==> config.mk <==
export PLATFORM = sky130hd
export DESIGN_NAME = keypad_scanner
export DESIGN_NICKNAME = d
export VERILOG_FILES = /design/src/rtl/keypad_scanner.sv
export SDC_FILE = /design/constraint.sdc
export NUM_CORES = 1
export LEC_CHECK = 0
export CAP_MARGIN = 20
export CORE_ASPECT_RATIO = 1.5
export CORE_MARGIN = 3
export CORE_UTILIZATION = 50
export DETAILED_ROUTE_END_ITERATION = 8
export MAX_ROUTING_LAYER = met4
export PLACE_DENSITY = 0.72
export SYNTH_ARGS = -nofsm -noshare
export SYNTH_HDL_FRONTEND = slang
export SYNTH_SLANG_ARGS = --single-unit
==> constraint.sdc <==
create_clock -name clk_48mhz -period 4.5 [get_ports clk_48mhz]
set_input_delay 0.675 -clock clk_48mhz [delete_from_list [all_inputs] [get_ports clk_48mhz]]
set_output_delay 0.675 -clock clk_48mhz [all_outputs]
set_load 0.02 [all_outputs]
==> src/rtl/keypad_scanner.sv <==
// 4x4 matrix keypad scanner: walks an active-low row strobe, samples the columns once
// per row slot, classifies each full frame and debounces press/release on frame results.
module keypad_scanner #(
  parameter int SCAN_DIV       = 48000,
  parameter int DEBOUNCE_SCANS = 4
) (
  input  logic       clk_48mhz,
  input  logic       clear,
  input  logic [3:0] col_in,
  output logic [3:0] row_sel,
  output logic [3:0] key_code,
  output logic       key_valid,
  output logic       key_held
);

  localparam int SLOT_W = $clog2(SCAN_DIV);
  // One extra code point so the debounce count can actually reach DEBOUNCE_SCANS.
  localparam int DB_W   = $clog2(DEBOUNCE_SCANS + 1);
  localparam logic [SLOT_W-1:0] SLOT_LAST = SLOT_W'(SCAN_DIV - 1);
  localparam logic [DB_W-1:0]   DB_TARGET = DB_W'(DEBOUNCE_SCANS);
  localparam logic [DB_W-1:0]   DB_ONE    = DB_W'(1);

  typedef enum logic [1:0] {IDLE, PRESS_DB, PRESSED, REL_DB} state_t;

  logic [3:0]        col_meta_reg, col_sync_reg;
  logic [SLOT_W-1:0] slot_cnt_reg;
  logic [1:0]        row_idx_reg;
  logic [1:0]        hit_cnt_reg;
  logic [3:0]        hit_code_reg;
  state_t            state_reg, state_next;
  logic [3:0]        cand_reg, cand_next;
  logic [DB_W-1:0]   db_cnt_reg, db_cnt_next;
  logic [3:0]        key_code_reg, key_code_next;
  logic              key_valid_reg, key_valid_next;
  logic              key_held_reg, key_held_next;

  logic [3:0] col_hit;
  logic [2:0] row_hits;
  logic [1:0] col_pos;
  logic [1:0] base_cnt;
  logic [2:0] total_sum;
  logic [1:0] row_total;
  logic [3:0] row_code;
  logic       sample;
  logic       frame_done;
  logic [DB_W-1:0] db_inc;

  for (genvar gi = 0; gi < 4; gi++) begin : g_col
    assign col_hit[gi] = ~col_sync_reg[gi];
  end

  assign row_sel  = ~(4'b0001 << row_idx_reg);
  assign sample   = (slot_cnt_reg == SLOT_LAST);
  assign row_hits = {2'b00, col_hit[0]} + {2'b00, col_hit[1]}
                  + {2'b00, col_hit[2]} + {2'b00, col_hit[3]};
  assign col_pos  = col_hit[0] ? 2'd0 : col_hit[1] ? 2'd1 : col_hit[2] ? 2'd2 : 2'd3;

  // Row 0 starts a new frame, so the carried count is ignored there instead of cleared.
  assign base_cnt   = (row_idx_reg == 2'd0) ? 2'd0 : hit_cnt_reg;
  assign total_sum  = {1'b0, base_cnt} + row_hits;
  assign row_total  = (total_sum >= 3'd2) ? 2'd2 : total_sum[1:0];
  assign row_code   = (base_cnt == 2'd0 && row_hits == 3'd1) ? {row_idx_reg, col_pos} : hit_code_reg;
  assign frame_done = sample && (row_idx_reg == 2'd3);
  assign db_inc     = db_cnt_reg + DB_ONE;

  always_ff @(posedge clk_48mhz or posedge clear) begin
    if (clear) begin
      col_meta_reg <= 4'b1111;
      col_sync_reg <= 4'b1111;
      slot_cnt_reg <= '0;
      row_idx_reg  <= 2'd0;
      hit_cnt_reg  <= 2'd0;
      hit_code_reg <= 4'd0;
    end else begin
      col_meta_reg <= col_in;
      col_sync_reg <= col_meta_reg;
      if (sample) begin
        slot_cnt_reg <= '0;
        row_idx_reg  <= row_idx_reg + 2'd1;
        if (row_idx_reg != 2'd3) begin
          hit_cnt_reg  <= row_total;
          hit_code_reg <= row_code;
        end
      end else begin
        slot_cnt_reg <= slot_cnt_reg + SLOT_W'(1);
      end
    end
  end

  always_comb begin
    state_next     = state_reg;
    cand_next      = cand_reg;
    db_cnt_next    = db_cnt_reg;
    key_code_next  = key_code_reg;
    key_valid_next = 1'b0;
    key_held_next  = key_held_reg;
    if (frame_done) begin
      case (state_reg)
        IDLE: begin
          if (row_total == 2'd1) begin
            cand_next   = row_code;
            db_cnt_next = DB_ONE;
            if (DB_TARGET == DB_ONE) begin
              state_next     = PRESSED;
              key_code_next  = row_code;
              key_valid_next = 1'b1;
              key_held_next  = 1'b1;
            end else begin
              state_next = PRESS_DB;
            end
          end
        end
        PRESS_DB: begin
          if (row_total == 2'd1 && row_code == cand_reg) begin
            db_cnt_next = db_inc;
            if (db_inc == DB_TARGET) begin
              state_next     = PRESSED;
              key_code_next  = cand_reg;
              key_valid_next = 1'b1;
              key_held_next  = 1'b1;
            end
          end else if (row_total == 2'd1) begin
            cand_next   = row_code;
            db_cnt_next = DB_ONE;
          end else begin
            state_next = IDLE;
          end
        end
        PRESSED: begin
          // A second key while held is ignored; only a clean NONE frame starts release.
          if (row_total == 2'd0) begin
            db_cnt_next = DB_ONE;
            if (DB_TARGET == DB_ONE) begin
              state_next    = IDLE;
              key_held_next = 1'b0;
            end else begin
              state_next = REL_DB;
            end
          end
        end
        REL_DB: begin
          if (row_total == 2'd0) begin
            db_cnt_next = db_inc;
            if (db_inc == DB_TARGET) begin
              state_next    = IDLE;
              key_held_next = 1'b0;
            end
          end else begin
            state_next = PRESSED;
          end
        end
        default: state_next = IDLE;
      endcase
    end
  end

  always_ff @(posedge clk_48mhz or posedge clear) begin
    if (clear) begin
      state_reg     <= IDLE;
      cand_reg      <= 4'd0;
      db_cnt_reg    <= '0;
      key_code_reg  <= 4'd0;
      key_valid_reg <= 1'b0;
      key_held_reg  <= 1'b0;
    end else begin
      state_reg     <= state_next;
      cand_reg      <= cand_next;
      db_cnt_reg    <= db_cnt_next;
      key_code_reg  <= key_code_next;
      key_valid_reg <= key_valid_next;
      key_held_reg  <= key_held_next;
    end
  end

  assign key_code  = key_code_reg;
  assign key_valid = key_valid_reg;
  assign key_held  = key_held_reg;

endmodule

==> Word level (Yosys, flattened, before mapping) <==
Cells that the tools add are included.
W data, S select, Z words.
{ "word_totals": {"regBits": 47, "inputBits": 6, "output_inout_bits": 10} }
{ "op_classes": {"n_addsub": 7, "magnitude_cmp": 1, "n_eq_ne": 20, "n_shift": 1, "mux": 32, "bitwise_logic": 5, "reduce_logical": 15} }
{ "op_table": {"columns": ["operator", "count"], "rows": [
  ["$mux W2", 11],
  ["$add A16 B1 Y16 const B", 1],
  ["$eq A16 B16 Y1 const B", 1],
  ["$mux W16", 1],
  ["$ne A2 B2 Y1 const B", 8],
  ["$mux W3", 4],
  ["$mux W4", 3],
  ["$pmux W3 S4", 1],
  ["$reduce_and A6 Y1", 2],
  ["$mux W1", 9],
  ["$ne A3 B3 Y1 const B", 3],
  ["$logic_not A2 Y1", 4],
  ["$pmux W2 S4", 1],
  ["$pmux W4 S2", 1],
  ["$eq A2 B2 Y1 const B", 3],
  ["$reduce_and A3 Y1", 2],
  ["$eq A2 B1 Y1 const B", 2],
  ["$eq A4 B4 Y1", 1],
  ["$not A1 Y1", 4],
  ["$not A4 Y4", 1],
  ["$reduce_and A4 Y1", 1],
  ["$reduce_bool A2 Y1", 2],
  ["$shl A1 B2 Y4 const A", 1],
  ["$add A2 B1 Y3", 1],
  ["other kinds (11)", 13]
]} }

==> Depth between registers and ports, before layout <==
Gate-level depths: netlist (run 1).
{ "logic_depth": {"depth_word": 12, "ltp_mapped": 12, "mapped_depth_nobuf": 11} }

==> Least setup slack after synthesis (run 1) <==
OpenSTA, ideal clock, no wires.
{ "synth_path": {"path_kind": "register to register", "from": "register col_sync_reg[0]", "to": "register key_code_reg[0] (netlist: key_code[0])", "setup_time_ns": 0.125, "arrival_ns": 3.109, "required_time_ns": 4.375, "setup_slack_ns": 1.266, "path_stages_with_launch": 12, "path_buffers": 1, "cell_sequence": "dfstp_2 > inv_1 > fa_1 > ha_1 > ha_1 > fa_1 > xor2_1 > nor2_1 > and4_1 > and2_1 > buf_6 > mux2_4"} }
{ "synth_between": {"elab_chain_cells": 10, "word_cells_on_any_way": 15, "cone_classes": "4 x add/sub; 1 x order compare; 3 x eq/ne; 3 x mux; 1 x bitwise; 3 x reduce/logical"} }
{ "synth_lines": {"columns": ["item", "line_no", "rtl"], "rows": [
  ["from (decl)", "25", "logic [3:0] col_meta_reg, col_sync_reg;"],
  ["from (signal assigned)", "76", "col_sync_reg <= col_meta_reg;"],
  ["$not A1 Y1", "49", "assign col_hit[gi] = ~col_sync_reg[gi];"],
  ["$add A1 B1 Y2", "54", "assign row_hits = {2'b00, col_hit[0]} + {2'b00, col_hit[1]}"],
  ["$add A2 B1 Y3", "55", "+ {2'b00, col_hit[2]} + {2'b00, col_hit[3]};"],
  ["$add A3 B1 Y3", "55", null],
  ["$add A2 B3 Y3 / $eq A3 B1 Y1 (equally long branches)", "60, 62", null],
  ["$ge A3 B2 Y1 / $logic_and A1 B1 Y1 (equally long branches)", "61, 62", null],
  ["$mux W2 / $mux W4 (equally long branches)", "61, 62", null],
  ["$eq A2 B1 Y1 / $eq A4 B4 Y1 (equally long branches)", "114", "if (row_total == 2'd1 && row_code == cand_reg) begin"],
  ["$logic_and A1 B1 Y1 *", "114", null],
  ["$reduce_and A4 Y1 (no source line) *", null, null],
  ["to (signal assigned)", "169", "key_code_reg <= key_code_next;"],
  ["to (decl)", "33", "logic [3:0] key_code_reg, key_code_next;"]
]} }
Mark *: on every way between the ends. The rest lies on a longest branch, timed or not.
A chain may end at the register's enable or synchronous reset.

==> Worst setup path in the final report (run 1) <==
{ "layout_path": {"from": "register col_sync_reg[0]", "to": "register key_code_reg[1] (netlist: key_code[1])"} }
The elaborated chain is that of the path after synthesis.

==> impl_metrics.env, run 1 <==
export IMPL_fin_crit_ps=3493
export IMPL_path_max_fanout=7
export IMPL_place_ws_ps=1020
export IMPL_final_layout_size_suffix_gt1_share_pct=17.08
export IMPL_r2r_end="key_code[1]$_DFFE_PP0P_"
export IMPL_tns_ps=0
export IMPL_design_die_area_um2=5994
export IMPL_dp_cells=298
export IMPL_cap_violations=0
export IMPL_viasPerCell=5.399
export IMPL_cts_tree="done"
export IMPL_rr_worst_depth=10
export IMPL_synthesis_area_um2=2542
export IMPL_remaining_drc_errors=0
export IMPL_seq_area_frac_synth_pct=46.65
export IMPL_clockRootBuffer="clkbuf_8"
export IMPL_setup_viol=0
export IMPL_hold_path_depth=0
export IMPL_port_buffers=15
export IMPL_maxSlewViolCount=0
export IMPL_largest_reg_flops=16
export IMPL_ys_ff_latch=47
export IMPL_register_area_um2=1186
export IMPL_rsz0062_at_grt="no"
export IMPL_yosysWarnings=0
export IMPL_finalCritPeriodShare_pct=77.62
export IMPL_synth_distinct_cells=50
export IMPL_synthCells=223
export IMPL_drtPass1Iterations=4
export IMPL_cellLeakagePower_nw=1.304
export IMPL_drtAntennaViolNets=0
export IMPL_nNetsFinal=258
export IMPL_htreeDepth=2
export IMPL_grt_pass1_wl_um=7452
export IMPL_routedWlPerCell_um=14.01
export IMPL_min_delay_worst_endpoint="col_sync_reg[2]$_DFF_PP1_"
export IMPL_crit_start="col_sync_reg[0]$_DFF_PP1_"
export IMPL_worstPathArrival_ps=3680
export IMPL_setup_slack_ps=1007
export IMPL_hold_viol=0
export IMPL_synthTopCellsByCount="dfrtp_1 (39), nand2_1 (16), nor2_1 (14), o21ai_0 (14)"
export IMPL_dieHeight_um=93.34
export IMPL_antenna_found_initial=0
export IMPL_clock_skew_ps=4.474
export IMPL_vias=1652
export IMPL_die_w_um=64.23
export IMPL_gp_congestion=0.7729
export IMPL_drtIter0Drc=80
export IMPL_num_io_pins=16
export IMPL_ctsResizeCount=0
export IMPL_status="finished, final reports clean"
export IMPL_syn_nets=242
export IMPL_multi_input_area_um2=1262
export IMPL_slew_headroom_pct=36.83
export IMPL_hold_class="reg2reg"
export IMPL_grt_usage_pct=16.11
export IMPL_min_delay_start="col_meta_reg[2]$_DFF_PP1_"
export IMPL_insertedDiodeCount=0
export IMPL_fin_cells=306
export IMPL_power_density_nw_per_um2=300.5
export IMPL_syn_to_final_growth_pct=12.75
export IMPL_ir_drop_uv=196.4
export IMPL_cp_required_ps=4690
export IMPL_synth_top_area_share_pct=38.39
export IMPL_r2r_slack_ps=1010
export IMPL_timing_hold_ws_ps=358.8
export IMPL_dp_final_hpwl_um=3113
export IMPL_postCtsSetupBuffers=0
export IMPL_cts_hold_buf=0
export IMPL_synth_area_leader_cell="dfrtp_1"
export IMPL_cts_buffer_depth=2
export IMPL_crit_type="reg2reg"
export IMPL_initial_core_util_pct=52.02
export IMPL_wirelength_um=4287
export IMPL_cp_start_kind="register"
export IMPL_end_kind="register"
export IMPL_grt_pass1_vias=1669
export IMPL_fill_cells=453
export IMPL_grt_max_degree=48
export IMPL_overflow=0
export IMPL_yosysMostFrequentCell="dfrtp_1"
export IMPL_cts_buffers=5
export IMPL_rows=31
export IMPL_synth_area_leaders="dfrtp_1 (38%), dfstp_2 (8.3%), ha_1 (5.4%), mux2_4 (4.1%), xnor2_1 (4.1%)"
export IMPL_async_reset_ff_share_pct=100.0
export IMPL_synth_edf_count=0
export IMPL_clock_sinks=47
export IMPL_tightestPinTransition_ps=946.2
export IMPL_ys_flop_type="dfrtp_1"
export IMPL_core_area_um2=4887
export IMPL_fmax_ghz=0.2863
export IMPL_cts_reportedPaths_clkPinSlew_ps=90
export IMPL_r2r_start="col_sync_reg[0]$_DFF_PP1_"
export IMPL_synth_area_per_cell_um2=11.40
export IMPL_clk_latency_ps=300
==> metal layers <==
metal  track usage (%)  share of wire, %  up-vias
li1                  -                 -      810
met5                 -                 0        -
met4             6.173               1.8        0
met1             18.33                42      817
met3             3.005               2.0        7
met2             27.96                54       18
==> per-stage QoR <==
stage / util, % / power (W) / cell area [µm²]
floorplan: - / 0.0004900 / 2542
global placement: 55.86 / 0.0005053 / 2730
detailed placement: 55.86 / 0.0005059 / 2730
CTS: 58.65 / 0.0008746 / 2867
global route: 58.65 / 0.0008961 / 2867
finish: 58.65 / 0.0008614 / 2867
==> power breakdown <==
part	switching (W)	internal, W
Sequential	0.00000162	0.000429
Clock	0.000142	0.000221
Combinational	0.0000426	0.0000248
Total	0.000187	0.000675
==> area by class of cell <==
type / instances / share of cell area [%]
repair buffers: 15 / 5.238
inverters: 13 / 1.702
clock inverters: 3 / 2.357
well taps: 66 / 2.881
flip-flops and latches: 47 / 41.38
multi-input cells: 157 / 44.04
clock buffers: 5 / 2.401
==> critical path, cell delays in order (launching register included) <==
cell and delay [ps]:
dfstp_2 540, inv_1 70, fa_1 470, ha_1 190, ha_1 320, fa_1 410
xor2_1 170, nor2_1 340, and4_1 260, and2_1 290, mux2_4 330
==> layout by cell type (no fill, tap or decap), types with 5 or more instances in the layout <==
| cell type | netlist | final |
|---|---|---|
| clkbuf_8 | 0 | 5 |
| clkdlybuf4s50_1 | 0 | 15 |
| dfrtp_1 | 39 | 39 |
| dfstp_2 | 8 | 8 |
| ha_1 | 11 | 11 |
| inv_1 | 12 | 11 |
| mux2_4 | 7 | 7 |
| nand2_1 | 16 | 16 |
| nand3_1 | 8 | 8 |
| nand4_1 | 5 | 5 |
| nor2_1 | 14 | 14 |
| nor2b_1 | 7 | 7 |
| o21ai_0 | 14 | 14 |
| xnor2_1 | 12 | 12 |
| xor2_1 | 7 | 7 |
==> cells by family (layout without fill, tap and decap cells) <==
logic type,Yosys count,after routing,share of synthesized area (%)
multiplexers,13,13,6.693
flip-flops,47,47,46.65
AO/OA/AOI/OAI,32,32,9.990
buffers and inverters,19,36,3.691
XOR/XNOR,19,19,6.545
AND/OR/NAND/NOR,80,80,19.44
adder cells (fa/ha/maj),13,13,6.988
==> worst max path at each step <==
| stage | to | slack, ps |
|---|---|---|
| after detailed placement | key_code[0]$_DFFE_PP0P_ | 1020 |
| after global placement | key_code[1]$_DFFE_PP0P_ | 1090 |
| after CTS | key_code[1]$_DFFE_PP0P_ | 990 |
| after global routing | key_code[1]$_DFFE_PP0P_ | 810 |
| final | key_code[1]$_DFFE_PP0P_ | 1010 |
| after floorplan | key_code[0]$_DFFE_PP0P_ | 1270 |
Note: power is estimated with default switching activity, not from simulation.
==> inputs of run 2 (changes only) <==
- clock period: 4.5 -> 3.31 ns (I/O delays scaled with it)
==> run 2 against run 1 <==
Register-to-register slack worse by 900 ps. Via count is 2.4% higher. Flip-flop and latch count stayed put. Sequential power is 36% higher. Combinational power is 96% higher. Power is 35% higher. Setup slack worse by 900 ps. Die area stayed put. First-iteration DRC count is 34% lower.
==> impl_metrics.env, run 2 (synthesis results as in run 1) <==
export IMPL_switching_power_w=0.0002686
export IMPL_path_max_fanout=4
export IMPL_finalCritPeriodShare_pct=96.68
export IMPL_grt_pass1_wl_um=8376
export IMPL_cts_hold_buf=0
export IMPL_cp_required_ps=3500
export IMPL_cap_violations=0
export IMPL_num_io_pins=16
export IMPL_cp_start_kind="register"
export IMPL_core_area_um2=4887
export IMPL_gp_congestion=0.8124
export IMPL_htreeDepth=2
export IMPL_worstPathArrival_ps=3390
export IMPL_largest_reg_flops=16
export IMPL_routedWlPerCell_um=14.47
export IMPL_remaining_drc_errors=0
export IMPL_ir_drop_uv=311.3
export IMPL_pwr_share_clk_pct=38.4
export IMPL_cts_tree="done"
export IMPL_clockRootBuffer="clkbuf_8"
export IMPL_dieHeight_um=93.34
export IMPL_power_internal_w=0.0008934
export IMPL_grt_pass1_vias=1898
export IMPL_syn_to_final_growth_pct=16.83
export IMPL_slowest_stage="dfstp_2"
export IMPL_grt_busiest_layer="met2"
export IMPL_fmax_ghz=0.3125
export IMPL_rows=31
export IMPL_cp_slowest_stage_delay_ps=540
export IMPL_design_die_area_um2=5994
export IMPL_viasPerCell=5.351
export IMPL_clock_sinks=47
export IMPL_overflow=0
export IMPL_vias=1691
export IMPL_tns_ps=0
export IMPL_status="finished, final reports clean"
export IMPL_wirelength_um=4571
export IMPL_place_ws_ps=-61.98
export IMPL_power_density_nw_per_um2=391.2
export IMPL_final_layout_size_suffix_gt1_share_pct=22.00
export IMPL_cp_cell_sequence="inv_1 > fa_1 > ha_4 > ha_1 > fa_1 > xor2_1 > nor2_2 > buf_4 > nand4_4 > a31oi_4 > mux2_4"
export IMPL_grt_use_met2_pct=31.15
export IMPL_cp_buffers_inverters=2
export IMPL_hold_viol=0
export IMPL_tightestPinTransition_ps=932.7
export IMPL_cts_reportedPaths_clkPinSlew_ps=80
export IMPL_setup_slack_ps=109.9
export IMPL_crit_type="reg2reg"
export IMPL_grt_usage_pct=18.29
export IMPL_grtUsageMet3_pct=2.885
export IMPL_maxSlewViolCount=0
export IMPL_die_w_um=64.23
export IMPL_combinationalPowerShare_pct=11.3
export IMPL_insertedDiodeCount=0
export IMPL_seqPwrFrac_pct=50.3
export IMPL_dp_final_hpwl_um=3285
export IMPL_utilization_pct=60.78
export IMPL_clk_latency_ps=300
export IMPL_cts_buffer_depth=2
export IMPL_drtAntennaViolNets=0
export IMPL_end_kind="register"
export IMPL_fin_crit_ps=3200
export IMPL_antenna_found_initial=0
export IMPL_power_w=0.001162
export IMPL_crit_family="adder cells"
export IMPL_drtPass1Iterations=4
export IMPL_port_buffers=15
export IMPL_slew_headroom_pct=37.73
export IMPL_grt_use_met1_pct=20.24
export IMPL_switching_share_pct=23.12
export IMPL_final_cell_mix="dfrtp_1 (39), nand2_1 (16), clkdlybuf4s50_1 (15), o21ai_0 (14), nor2_1 (13)"
export IMPL_nNetsFinal=268
export IMPL_layout_commonest_cell="dfrtp_1"
export IMPL_clock_skew_ps=8.452
export IMPL_grt_max_degree=48
export IMPL_cellLeakagePower_nw=1.351
export IMPL_setup_viol=0
export IMPL_drtIter0Drc=53
export IMPL_initial_core_util_pct=52.02
export IMPL_cts_buffers=5
export IMPL_crit_path_frequent_cell="fa_1"
export IMPL_hold_class="reg2reg"
run 2: per-layer routing:
layer | wire, µm | vias to the layer above
li1 | - | 826
met1 | 1871 | 829
met2 | 2468 | 26
met3 | 108 | 10
met4 | 123 | 0
met5 | 0 | -
run 2: final timing paths:
check	startpoint	slack, ps	endpoint	cells after the start
max	col_sync_reg[0]$_DFF_PP1_	110	cand_reg[0]$_DFFE_PP0P_	11
min	col_meta_reg[3]$_DFF_PP1_	360	col_sync_reg[3]$_DFF_PP1_	0
max reg2reg	col_sync_reg[0]$_DFF_PP1_	110	cand_reg[0]$_DFFE_PP0P_	11
min reg2reg	col_meta_reg[3]$_DFF_PP1_	360	col_sync_reg[3]$_DFF_PP1_	0
max in group asynchronous	clear	2010	cand_reg[2]$_DFFE_PP0P_	2
min in group asynchronous	clear	710	hit_code_reg[2]$_DFFE_PP0P_	2
run 2: cell type report:
| cell class | instances | area (µm²) |
|---|---|---|
| tap | 66 | 82.58 |
| clock inverter | 2 | 38.79 |
| inverter | 13 | 48.80 |
| sequential | 47 | 1186 |
| multi-input combinational | 157 | 1306 |
| timing repair buffer | 25 | 225.2 |
| clock buffer | 6 | 82.58 |
| fill | 449 | 1917 |
run 2: what timing repair did:
| item | 4_1_cts | 5_1_grt |
|---|---|---|
| pin swaps | 2 | 2 |
| resized for setup | 2 | 4 |
| hold endpoints to repair | 0 | 0 |
| setup endpoints to repair | 7 | 8 |
| setup buffers | 1 | 1 |
run 2: power groups by stage:
| stage | Combinational (W) | Sequential, W | Clock (W) |
|---|---|---|---|
| 3_5_place_dp | 0.000112 | 0.000596 | 0 |
| 2_1_floorplan | 0.0000709 | 0.000595 | 0 |
| 4_1_cts | 0.000124 | 0.000585 | 0.000454 |
| 6_report | 0.000132 | 0.000585 | 0.000446 |
| 5_1_grt | 0.000147 | 0.000586 | 0.000480 |
| 3_3_place_gp | 0.000110 | 0.000596 | 0 |
run 2: stage by stage:
step	instance area, µm²	hold slack, ps	instances
after global routing	2970	366.1	316
final	2970	359.0	316
after global placement	2790	345.7	306
after detailed placement	2790	347.2	306
after CTS	2944	360.2	315
after floorplan	2542	345.2	223
==> inputs of run 3 (changes only) <==
- clock period: 3.31 -> 3.3 ns (I/O delays scaled with it)
==> run 3 against run 2 <==
Clock-buffer cell count up 1. Utilization down 0.36 points. Combinational power about the same. Non-clock buffer count up 2. Clock power down 19%. Routed wire length up 0.24%. Flip-flop and latch count unchanged. Setup slack worse by 10 ps. Critical path type unchanged. Largest power group unchanged.
==> impl_metrics.env, run 3 (synthesis results as in run 1) <==
export IMPL_port_buffers=15
export IMPL_insertedDiodeCount=0
export IMPL_cts_tree="done"
export IMPL_hold_class="reg2reg"
export IMPL_wl_met1_um=1884
export IMPL_remaining_drc_errors=0
export IMPL_hold_viol=0
export IMPL_status="finished, final reports clean"
export IMPL_overflow=0
export IMPL_rows=31
export IMPL_fmax_ghz=0.3125
export IMPL_cts_buffer_depth=2
export IMPL_wirelength_um=4582
export IMPL_path_max_fanout=4
export IMPL_dp_final_hpwl_um=3370
export IMPL_setup_viol=0
export IMPL_cp_start_kind="register"
export IMPL_largest_reg_flops=16
export IMPL_final_layout_size_suffix_gt1_share_pct=22.22
export IMPL_cts_reportedPaths_clkPinSlew_ps=90
export IMPL_cp_required_ps=3500
export IMPL_htreeDepth=2
export IMPL_power_density_nw_per_um2=365.8
export IMPL_finalCritPeriodShare_pct=96.97
export IMPL_design_die_area_um2=5994
export IMPL_core_area_um2=4887
export IMPL_antenna_found_initial=0
export IMPL_place_area_um2=2798
export IMPL_grt_pass1_wl_um=8059
export IMPL_layout_commonest_cell="dfrtp_1"
export IMPL_drtAntennaViolNets=0
export IMPL_drtIter0Drc=31
export IMPL_clock_sinks=47
export IMPL_fin_crit_ps=3200
export IMPL_routedWlPerCell_um=14.41
export IMPL_cts_hold_buf=0
export IMPL_crit_path_frequent_cell="fa_1"
export IMPL_highest_signal_layer="met4"
export IMPL_cp_cell_sequence="inv_1 > fa_1 > ha_4 > ha_1 > fa_1 > xor2_1 > nor2_2 > buf_4 > nand4_4 > a31oi_4 > mux2_4"
export IMPL_wl_met2_um=2496
export IMPL_ir_drop_uv=309.2
export IMPL_dieHeight_um=93.34
export IMPL_cap_violations=0
export IMPL_end_kind="register"
export IMPL_utilization_pct=60.42
export IMPL_crit_type="reg2reg"
export IMPL_slew_headroom_pct=37.45
export IMPL_viasPerCell=5.365
export IMPL_die_w_um=64.23
export IMPL_cts_buffers=5
export IMPL_worstPathArrival_ps=3400
export IMPL_vias=1706
export IMPL_fin_area_um2=2953
export IMPL_initial_core_util_pct=52.02
export IMPL_drtPass1Iterations=4
export IMPL_num_io_pins=16
export IMPL_maxSlewViolCount=0
export IMPL_tightestPinTransition_ps=936.9
export IMPL_syn_to_final_growth_pct=16.14
export IMPL_grt_usage_pct=17.69
export IMPL_gp_congestion=0.8096
export IMPL_cp_slowest_stage_delay_ps=560
export IMPL_clockRootBuffer="clkbuf_8"
export IMPL_clk_latency_ps=300
export IMPL_dr_wl_met3_um=100
export IMPL_clock_skew_ps=9.693
export IMPL_grt_max_degree=48
export IMPL_nNetsFinal=270
export IMPL_slowest_stage="fa_1"
export IMPL_final_cell_mix="dfrtp_1 (39), nand2_1 (16), clkdlybuf4s50_1 (15), o21ai_0 (14), nor2_1 (13)"
export IMPL_cellLeakagePower_nw=1.347
export IMPL_grt_pass1_vias=1799
==> run 3: changes by cell type in the layout (fill, tap and decap cells not counted), sizes merged <==
cell / before / now
buf: 10 / 12
bufinv: 1 / 0
clkbuf: 6 / 7
clkinv: 0 / 1
inv: 14 / 13
==> run 3: cell type report <==
cell class | count | area (µm²)
Inverter | 13 | 48.80
Multi-Input combinational cell | 157 | 1300
Tap cell | 66 | 82.58
Clock inverter | 1 | 8.758
Sequential cell | 47 | 1186
Fill cell | 434 | 1934
Clock buffer | 7 | 86.33
Timing Repair Buffer | 27 | 240.2
==> run 3: timing repair <==
| item | in CTS | in global routing |
|---|---|---|
| pin swaps | 1 | 2 |
| buffers inserted | 1 | 2 |
| resized for setup | 2 | 3 |
| endpoints found under the setup margin | 7 | 8 |
==> run 3: worst max-delay path: cells and delay by family (launching register included) <==
| family | cells | cell delay (ps) |
|---|---|---|
| compound gates | 1 | 250 |
| xor+xnor | 1 | 170 |
| fa+ha+maj | 4 | 1350 |
| buf+inv | 2 | 210 |
| flops | 1 | 550 |
| mux | 1 | 320 |
| simple gates | 2 | 250 |
==> run 3: metrics by stage <==
step           worst slack, ps  cells  hold slack [ps]  total power, W  setup TNS (ps)
6_report                 99.96    318            358.6        0.001080               0
5_1_grt                 -18.68    318            364.7        0.001127          -48.94
4_1_cts                  3.874    316            359.4        0.001084               0
3_5_place_dp            -46.62    307            346.9       0.0007125          -247.5
3_3_place_gp             41.51    307            345.7       0.0007088               0
2_1_floorplan            65.52    223            345.2       0.0006681               0
==> run 3: per-layer routing <==
metal / vias to the layer above / global-route usage (%)
met5: - / -
met4: 0 / 8.995
met3: 8 / 3.125
met2: 26 / 30.20
met1: 842 / 19.69
li1: 830 / -
==> run 3: final timing paths <==
kind	startpoint	to	slack, ps	depth (start not counted)
max	col_sync_reg[1]$_DFF_PP1_	cand_reg[1]$_DFFE_PP0P_	100	11
min in group asynchronous	clear	hit_code_reg[1]$_DFFE_PP0P_	720	2
min	col_meta_reg[3]$_DFF_PP1_	col_sync_reg[3]$_DFF_PP1_	360	0
max in group asynchronous	clear	slot_cnt_reg[14]$_DFF_PP0_	2000	2
max reg2reg	col_sync_reg[1]$_DFF_PP1_	cand_reg[1]$_DFFE_PP0P_	100	11
min reg2reg	col_meta_reg[3]$_DFF_PP1_	col_sync_reg[3]$_DFF_PP1_	360	0
==> run 3: power breakdown <==
part,internal (W),leakage [nW],switching [W]
Combinational,0.0000625,0.684,0.0000705
Clock,0.000172,0.0484,0.000189
Sequential,0.000584,0.615,0.00000203
Total,0.000819,1.35,0.000262
